## config.mk

```make
export PLATFORM = sky130hd
export DESIGN_NAME = karatsuba_sched_flat
export DESIGN_NICKNAME = d
export VERILOG_FILES = /design/src/rtl/karatsuba_sched_if.sv /design/src/rtl/karatsuba_sched.sv /design/src/flat_wrapper.sv
export SDC_FILE = /design/constraint.sdc
export NUM_CORES = 1
export LEC_CHECK = 0
export ABC_CLOCK_PERIOD_IN_PS = 13200
export BUFFER_PORTS_ARGS = -buffer_cell sky130_fd_sc_hd__buf_2
export CAP_MARGIN = 20
export CORE_MARGIN = 1
export CORE_UTILIZATION = 61
export DETAILED_ROUTE_END_ITERATION = 6
export PLACE_DENSITY_LB_ADDON = 0.12
export SLEW_MARGIN = 0
export SYNTH_ARGS = -nofsm -noshare
export SYNTH_HDL_FRONTEND = slang
export SYNTH_SLANG_ARGS = --single-unit
```

## constraint.sdc

```tcl
create_clock -name clock -period 13.2 [get_ports clock]
set_input_delay 0.66 -clock clock [delete_from_list [all_inputs] [get_ports clock]]
set_output_delay 0.66 -clock clock [all_outputs]
set_load 0.01 [all_outputs]
```

## src/rtl/karatsuba_sched_if.sv

```systemverilog
// Handshake bundle for the signed Karatsuba sequencer: operand request, result
// reporting, and the link to the shared unsigned half-width multiplier.
interface karatsuba_sched_if #(
    parameter int WIDTH = 8
);
    localparam int H = WIDTH / 2;

    logic                 start;
    logic [WIDTH-1:0]     a;
    logic [WIDTH-1:0]     b;
    logic                 busy;
    logic                 done;
    logic [2*WIDTH-1:0]   product;
    logic                 sinal;
    logic [3:0]           state;
    logic                 mul_go;
    logic [H:0]           mul_x;
    logic [H:0]           mul_y;
    logic [2*H+1:0]       mul_p;
    logic                 mul_done;

    modport master (
        output start, a, b, mul_p, mul_done,
        input  busy, done, product, sinal, state, mul_go, mul_x, mul_y
    );

    modport slave (
        input  start, a, b, mul_p, mul_done,
        output busy, done, product, sinal, state, mul_go, mul_x, mul_y
    );
endinterface

```

## src/rtl/karatsuba_sched.sv

```systemverilog
// Signed Karatsuba multiplier sequencer: sign/magnitude split, three partial
// products through one shared external multiplier, recombination and sign restore.
module karatsuba_sched #(
    parameter int WIDTH = 8
) (
    input  logic             clock,
    input  logic             reset_n,
    karatsuba_sched_if.slave bus
);
    localparam int H  = WIDTH / 2;
    localparam int PW = 2 * H + 2;
    localparam int MW = 2 * WIDTH + 1;

    typedef enum logic [3:0] {
        S_IDLE     = 4'd0,
        S_ABS      = 4'd1,
        S_ISS_HH   = 4'd2,
        S_WAIT_HH  = 4'd3,
        S_ISS_LL   = 4'd4,
        S_WAIT_LL  = 4'd5,
        S_ISS_MID  = 4'd6,
        S_WAIT_MID = 4'd7,
        S_COMBINE  = 4'd8,
        S_SIGNFIX  = 4'd9,
        S_DONE     = 4'd10
    } state_t;

    state_t             state_r;
    state_t             state_next_s;
    logic [WIDTH-1:0]   a_r;
    logic [WIDTH-1:0]   b_r;
    logic [WIDTH-1:0]   ma_r;
    logic [WIDTH-1:0]   mb_r;
    logic [WIDTH-1:0]   abs_a_s;
    logic [WIDTH-1:0]   abs_b_s;
    logic [WIDTH-1:0]   ma_src_s;
    logic [WIDTH-1:0]   mb_src_s;
    logic [PW-1:0]      phh_r;
    logic [PW-1:0]      pll_r;
    logic [PW-1:0]      pm_r;
    logic [MW-1:0]      z1_s;
    logic [MW-1:0]      mag_s;
    logic [2*WIDTH-1:0] mag_r;
    logic [2*WIDTH-1:0] signed_s;
    logic [2*WIDTH-1:0] product_r;
    logic               sinal_r;
    logic               busy_r;
    logic               done_r;
    logic               mul_go_r;
    logic [H:0]         mul_x_r;
    logic [H:0]         mul_y_r;
    logic [H:0]         x_next_s;
    logic [H:0]         y_next_s;

    // Two's-complement magnitude; the most negative value maps onto 2^(WIDTH-1).
    function automatic logic [WIDTH-1:0] abs_val(input logic [WIDTH-1:0] v);
        if (v[WIDTH-1]) begin
            abs_val = ~v + WIDTH'(1);
        end else begin
            abs_val = v;
        end
    endfunction

    function automatic logic [H:0] half_sum(input logic [WIDTH-1:0] v);
        half_sum = {1'b0, v[WIDTH-1:H]} + {1'b0, v[H-1:0]};
    endfunction

    // State register.
    always_ff @(posedge clock or negedge reset_n) begin
        if (!reset_n) begin
            state_r <= S_IDLE;
        end else begin
            state_r <= state_next_s;
        end
    end

    // Next-state decode; multiplier results are only honoured in WAIT states.
    always_comb begin
        state_next_s = S_IDLE;
        case (state_r)
            S_IDLE:     state_next_s = bus.start ? S_ABS : S_IDLE;
            S_ABS:      state_next_s = S_ISS_HH;
            S_ISS_HH:   state_next_s = S_WAIT_HH;
            S_WAIT_HH:  state_next_s = bus.mul_done ? S_ISS_LL : S_WAIT_HH;
            S_ISS_LL:   state_next_s = S_WAIT_LL;
            S_WAIT_LL:  state_next_s = bus.mul_done ? S_ISS_MID : S_WAIT_LL;
            S_ISS_MID:  state_next_s = S_WAIT_MID;
            S_WAIT_MID: state_next_s = bus.mul_done ? S_COMBINE : S_WAIT_MID;
            S_COMBINE:  state_next_s = S_SIGNFIX;
            S_SIGNFIX:  state_next_s = S_DONE;
            S_DONE:     state_next_s = S_IDLE;
            default:    state_next_s = S_IDLE;
        endcase
    end

    // Operands are registered against the next state, so on the ABS->ISS_HH
    // edge the freshly computed magnitudes must be used instead of ma_r/mb_r.
    always_comb begin
        abs_a_s = abs_val(a_r);
        abs_b_s = abs_val(b_r);
        if (state_r == S_ABS) begin
            ma_src_s = abs_a_s;
            mb_src_s = abs_b_s;
        end else begin
            ma_src_s = ma_r;
            mb_src_s = mb_r;
        end
        x_next_s = '0;
        y_next_s = '0;
        case (state_next_s)
            S_ISS_HH, S_WAIT_HH: begin
                x_next_s = {1'b0, ma_src_s[WIDTH-1:H]};
                y_next_s = {1'b0, mb_src_s[WIDTH-1:H]};
            end
            S_ISS_LL, S_WAIT_LL: begin
                x_next_s = {1'b0, ma_src_s[H-1:0]};
                y_next_s = {1'b0, mb_src_s[H-1:0]};
            end
            S_ISS_MID, S_WAIT_MID: begin
                x_next_s = half_sum(ma_src_s);
                y_next_s = half_sum(mb_src_s);
            end
            default: begin
                x_next_s = '0;
                y_next_s = '0;
            end
        endcase
    end

    // Karatsuba recombination and sign restoration.
    always_comb begin
        z1_s  = MW'(pm_r) - MW'(phh_r) - MW'(pll_r);
        mag_s = (MW'(phh_r) << WIDTH) + (z1_s << H) + MW'(pll_r);
        if (sinal_r) begin
            signed_s = (2*WIDTH)'(0) - mag_r;
        end else begin
            signed_s = mag_r;
        end
    end

    // Datapath registers, loaded according to the current state.
    always_ff @(posedge clock or negedge reset_n) begin
        if (!reset_n) begin
            a_r       <= '0;
            b_r       <= '0;
            ma_r      <= '0;
            mb_r      <= '0;
            phh_r     <= '0;
            pll_r     <= '0;
            pm_r      <= '0;
            mag_r     <= '0;
            product_r <= '0;
            sinal_r   <= 1'b0;
        end else begin
            case (state_r)
                S_IDLE: begin
                    if (bus.start) begin
                        a_r <= bus.a;
                        b_r <= bus.b;
                    end
                end
                S_ABS: begin
                    ma_r    <= abs_a_s;
                    mb_r    <= abs_b_s;
                    sinal_r <= a_r[WIDTH-1] ^ b_r[WIDTH-1];
                end
                S_WAIT_HH: begin
                    if (bus.mul_done) phh_r <= bus.mul_p;
                end
                S_WAIT_LL: begin
                    if (bus.mul_done) pll_r <= bus.mul_p;
                end
                S_WAIT_MID: begin
                    if (bus.mul_done) pm_r <= bus.mul_p;
                end
                S_COMBINE: mag_r     <= (2*WIDTH)'(mag_s);
                S_SIGNFIX: product_r <= signed_s;
                default: ;
            endcase
        end
    end

    // Status and multiplier-interface outputs, registered against the next state.
    always_ff @(posedge clock or negedge reset_n) begin
        if (!reset_n) begin
            busy_r   <= 1'b0;
            done_r   <= 1'b0;
            mul_go_r <= 1'b0;
            mul_x_r  <= '0;
            mul_y_r  <= '0;
        end else begin
            busy_r   <= (state_next_s != S_IDLE);
            done_r   <= (state_next_s == S_DONE);
            mul_go_r <= (state_next_s == S_ISS_HH) || (state_next_s == S_ISS_LL) ||
                        (state_next_s == S_ISS_MID);
            mul_x_r  <= x_next_s;
            mul_y_r  <= y_next_s;
        end
    end

    assign bus.busy    = busy_r;
    assign bus.done    = done_r;
    assign bus.product = product_r;
    assign bus.sinal   = sinal_r;
    assign bus.state   = state_r;
    assign bus.mul_go  = mul_go_r;
    assign bus.mul_x   = mul_x_r;
    assign bus.mul_y   = mul_y_r;
endmodule

```

## src/flat_wrapper.sv

```systemverilog
// flat-port wrapper written by rule: the top's interface ports become plain ports
module karatsuba_sched_flat 
#(
    parameter int WIDTH = 8
)
  (clock, reset_n, bus_start, bus_a, bus_b, bus_mul_p, bus_mul_done, bus_busy, bus_done, bus_product, bus_sinal, bus_state, bus_mul_go, bus_mul_x, bus_mul_y);
  karatsuba_sched_if #(.WIDTH(WIDTH)) bus_i ();
  input  logic clock;
  input  logic reset_n;
  input wire logic [$bits(bus_i.start)-1:0] bus_start;
  input wire logic [$bits(bus_i.a)-1:0] bus_a;
  input wire logic [$bits(bus_i.b)-1:0] bus_b;
  input wire logic [$bits(bus_i.mul_p)-1:0] bus_mul_p;
  input wire logic [$bits(bus_i.mul_done)-1:0] bus_mul_done;
  output wire logic [$bits(bus_i.busy)-1:0] bus_busy;
  output wire logic [$bits(bus_i.done)-1:0] bus_done;
  output wire logic [$bits(bus_i.product)-1:0] bus_product;
  output wire logic [$bits(bus_i.sinal)-1:0] bus_sinal;
  output wire logic [$bits(bus_i.state)-1:0] bus_state;
  output wire logic [$bits(bus_i.mul_go)-1:0] bus_mul_go;
  output wire logic [$bits(bus_i.mul_x)-1:0] bus_mul_x;
  output wire logic [$bits(bus_i.mul_y)-1:0] bus_mul_y;
  assign bus_i.start = bus_start;
  assign bus_i.a = bus_a;
  assign bus_i.b = bus_b;
  assign bus_i.mul_p = bus_mul_p;
  assign bus_i.mul_done = bus_mul_done;
  assign bus_busy = bus_i.busy;
  assign bus_done = bus_i.done;
  assign bus_product = bus_i.product;
  assign bus_sinal = bus_i.sinal;
  assign bus_state = bus_i.state;
  assign bus_mul_go = bus_i.mul_go;
  assign bus_mul_x = bus_i.mul_x;
  assign bus_mul_y = bus_i.mul_y;
  karatsuba_sched #(.WIDTH(WIDTH)) u_core (.clock(clock), .reset_n(reset_n), .bus(bus_i));
endmodule
```

==> run metrics <==
IO buf count=between 60 and 70; highest clock rate=between 200 and 250 MHz; CP dominant cell by count=ha_1; CP cell instances=inv_1 > ha_1 > inv_1 > fa_1 > a21oi_1 > o211ai_2 > a21oi_1 > xnor2_1 > ha_1 > o21a_1 > nor2_1 > nor2_1 > a21o_1 > a211oi_1 > nor3_1 > ha_1 > ha_1 > or2_2 > a211oi_1 > a211oi_1 > o211ai_2 > xor2_1 > o21ai_1; Slew headroom=between 30% and 40%; synthesized area=between 6000 and 7000 sq um; H-tree depth=3; cts-stage hold buffer count=0; ratio of cells with drive above 1 in the final layout=between 10% and 20%; Placed Instances=about 840; CTS Sinks=about 110; die height=~110 microns; Place WS=about 8600 ps; grt ovf=0; vias in the first global route=4673; Setup crit start kind=register; crit path time final=4730 ps; Final Max Tran Viols=0; WL/cell=14.9 microns; CP max-delay cell=fa_1; DIE AREA=approximately 11000 sq um; CP max FO=4; status=finished clean; Syn Area/Cell=between 10 and 15 sq um; IO Pins=64; Placeable Area=between 10000 and 15000 sq um; RR Startpoint=u_core.pm_r[0]; post-synthesis register bit count=approximately 110; vias per inst=approximately 5.6; Post-CTS Setup Inserts=0; pin count of the biggest net entering global routing=a little under 80; via count=around 4.8k; WL final=between 10000 and 15000 microns; main flop type after synthesis=dfrtp_1; CTS Buf Count=9; post-CTS resize count=0; Tightest Pin Transition=approximately 930 ps; DR pass1 iterations=5; root buffer cell=clkbuf_8; Initial Utilization=~63%; Worst Setup SP=u_core.pm_r[0]; nets@finish=800; Worst path max stage delay=roughly 400 ps; count of cell types in the netlist=about 70; Layout Skew=between 10 and 15 ps; DRC=0; Die Wd=between 100 and 150 microns; gr usage total=between 20% and 30%; Synth async-reset ratio=between 90% and 100%; WHS=between 200 and 250 ps; placed wire-length estimate=approximately 10000 microns; global-route wire length before repair=between 20000 and 25000 microns; Hold Path Class=primary input to async pin; WP data arrival=between 4000 and 5000 ps; final setup vio count=0; Diodes inserted=0; Non-Filler Instances=between 800 and 900; area grow syn2layout=9.52%; WP data required=13440 ps; Hold Fails Final Rpt=0; clk buf depth=2; Worst-Skew Late Latency=390 ps; CTS tree=built; unrepaired setup endpoints after global routing=false; ANT nets after route=0; Mapped Cells=between 600 and 700; crit share post-route=35.8%; clk slew on worst S/H paths=~90 ps; crit end category=register; Setup CP Type=register to register; final setup TNS=0 ps; row count=37; Synth Net Count=roughly 740; RePlAce Congestion=a little under 0.9; worst setup margin=8470 ps; synth warn=0; Max-cap violations=0; Post-synth EDFFs=0; initial antenna violation count=0; post-synthesis sequential area ratio=42.7%; 1st-iter DRT viols=186
[cell usage in the layout (no fill, tap or decap), types with 3 or more instances in the layout]
cell      netlist  final
fa_1            7      7
xor2_1         26     26
and3_1          6      6
nand3_1        11     11
nor2b_1         6      6
or3_1           7      7
nand2_1        76     76
o21bai_1        3      3
buf_2           7     62
a221oi_1        3      3
mux2i_1         3      3
o21ai_0        38     38
a31oi_1         3      3
o21a_1          6      6
o31ai_1         6      6
inv_2           5      5
a21o_1          9      9
nand2b_1        5      5
dfrtp_1       112    112
ha_1           50     50
nor2_1         33     33
xnor2_1        25     25
clkbuf_8        0     10
mux2_2         36     36
buf_4           2      4
nor3_1         11     11
inv_1          47     47
o21ai_1        18     18
a21oi_1        30     30
a211oi_1        4      4
mux2_1          3      3
[flip-flops by register name, summed over array words and instances (netlist names)]
signal and count:
u_core.bus.product 16, u_core.mag_r 16, u_core.phh_r 10, u_core.pll_r 10, u_core.pm_r 10, u_core.a_r 8, u_core.b_r 8, u_core.ma_r 8
u_core.mb_r 8, u_core.bus.mul_x 5, u_core.bus.mul_y 5, u_core.bus.state 4, u_core.bus.busy 1, u_core.bus.done 1, u_core.bus.mul_go 1, u_core.bus.sinal 1
[cells by family (layout without fill, tap and decap cells)]
logic type	after synthesis	count (layout)	share of synthesized area (%)
flops	112	112	42.7
buf+inv	73	136	4.57
mux	42	42	7.14
compound gates	148	148	14.8
simple gates	171	171	12.2
fa+ha+maj	57	57	11.7
xor+xnor	52	52	7.05
[synth_stat cells, drive strengths merged (10+ instances only)]
cell    instances  area share [%]
nand3          11            0.84
o21ai          58             4.5
dfrtp         112              43
a21oi          32             2.6
nand2          77             4.4
mux2           39             6.7
nor2           34             2.1
nor3           13             1.1
ha             50             9.5
buf            10            0.93
clkbuf         10            0.57
xnor2          25             3.3
inv            53             3.1
xor2           27             3.7
[metal layers]
metal | global-route usage [%] | share of wire (%) | up-vias
met5 | 0 | 0 | -
met4 | 9.72 | 1.8 | 0
met3 | 4.14 | 3.5 | 19
met2 | 39.3 | 45 | 97
met1 | 34.9 | 49 | 2275
li1 | - | - | 2381
[worst max-delay path, delay by kind of cell (launching register included)]
family	cells	cell delay [ps]
compound gates	10	1620
xor+xnor	2	320
fa+ha+maj	5	1470
buf+inv	2	130
flops	1	370
simple gates	4	670
[metrics by stage]
step	util [%]	area [sq um]
final	69.4	7190
after global routing	69.4	7190
after floorplan	-	6570
after detailed placement	67.5	7000
after CTS	69.4	7190
after global placement	67.4	6990
[layout make-up]
type                            instances  area, sq um
Multi-Input combinational cell        470         3470
Timing Repair Buffer                   67          352
Inverter                               53          201
Tap cell                              136          170
Sequential cell                       112         2800
Clock inverter                          4         51.3
Fill cell                             835         3180
Clock buffer                           12          145
[final timing paths]
kind,end,slack (ps),cells past startpoint
min,u_core.bus.done,220,1
min in group clock,u_core.bus.product[2],480,2
max reg2reg,u_core.mag_r[15],8470,23
min reg2reg,u_core.bus.product[2],480,2
max in group asynchronous,u_core.phh_r[8],11690,2
max,u_core.mag_r[15],8470,23
Power is left out: the tool's default activity adds up to more than one toggle a clock period on the data nets, which glitch-free logic cannot reach.
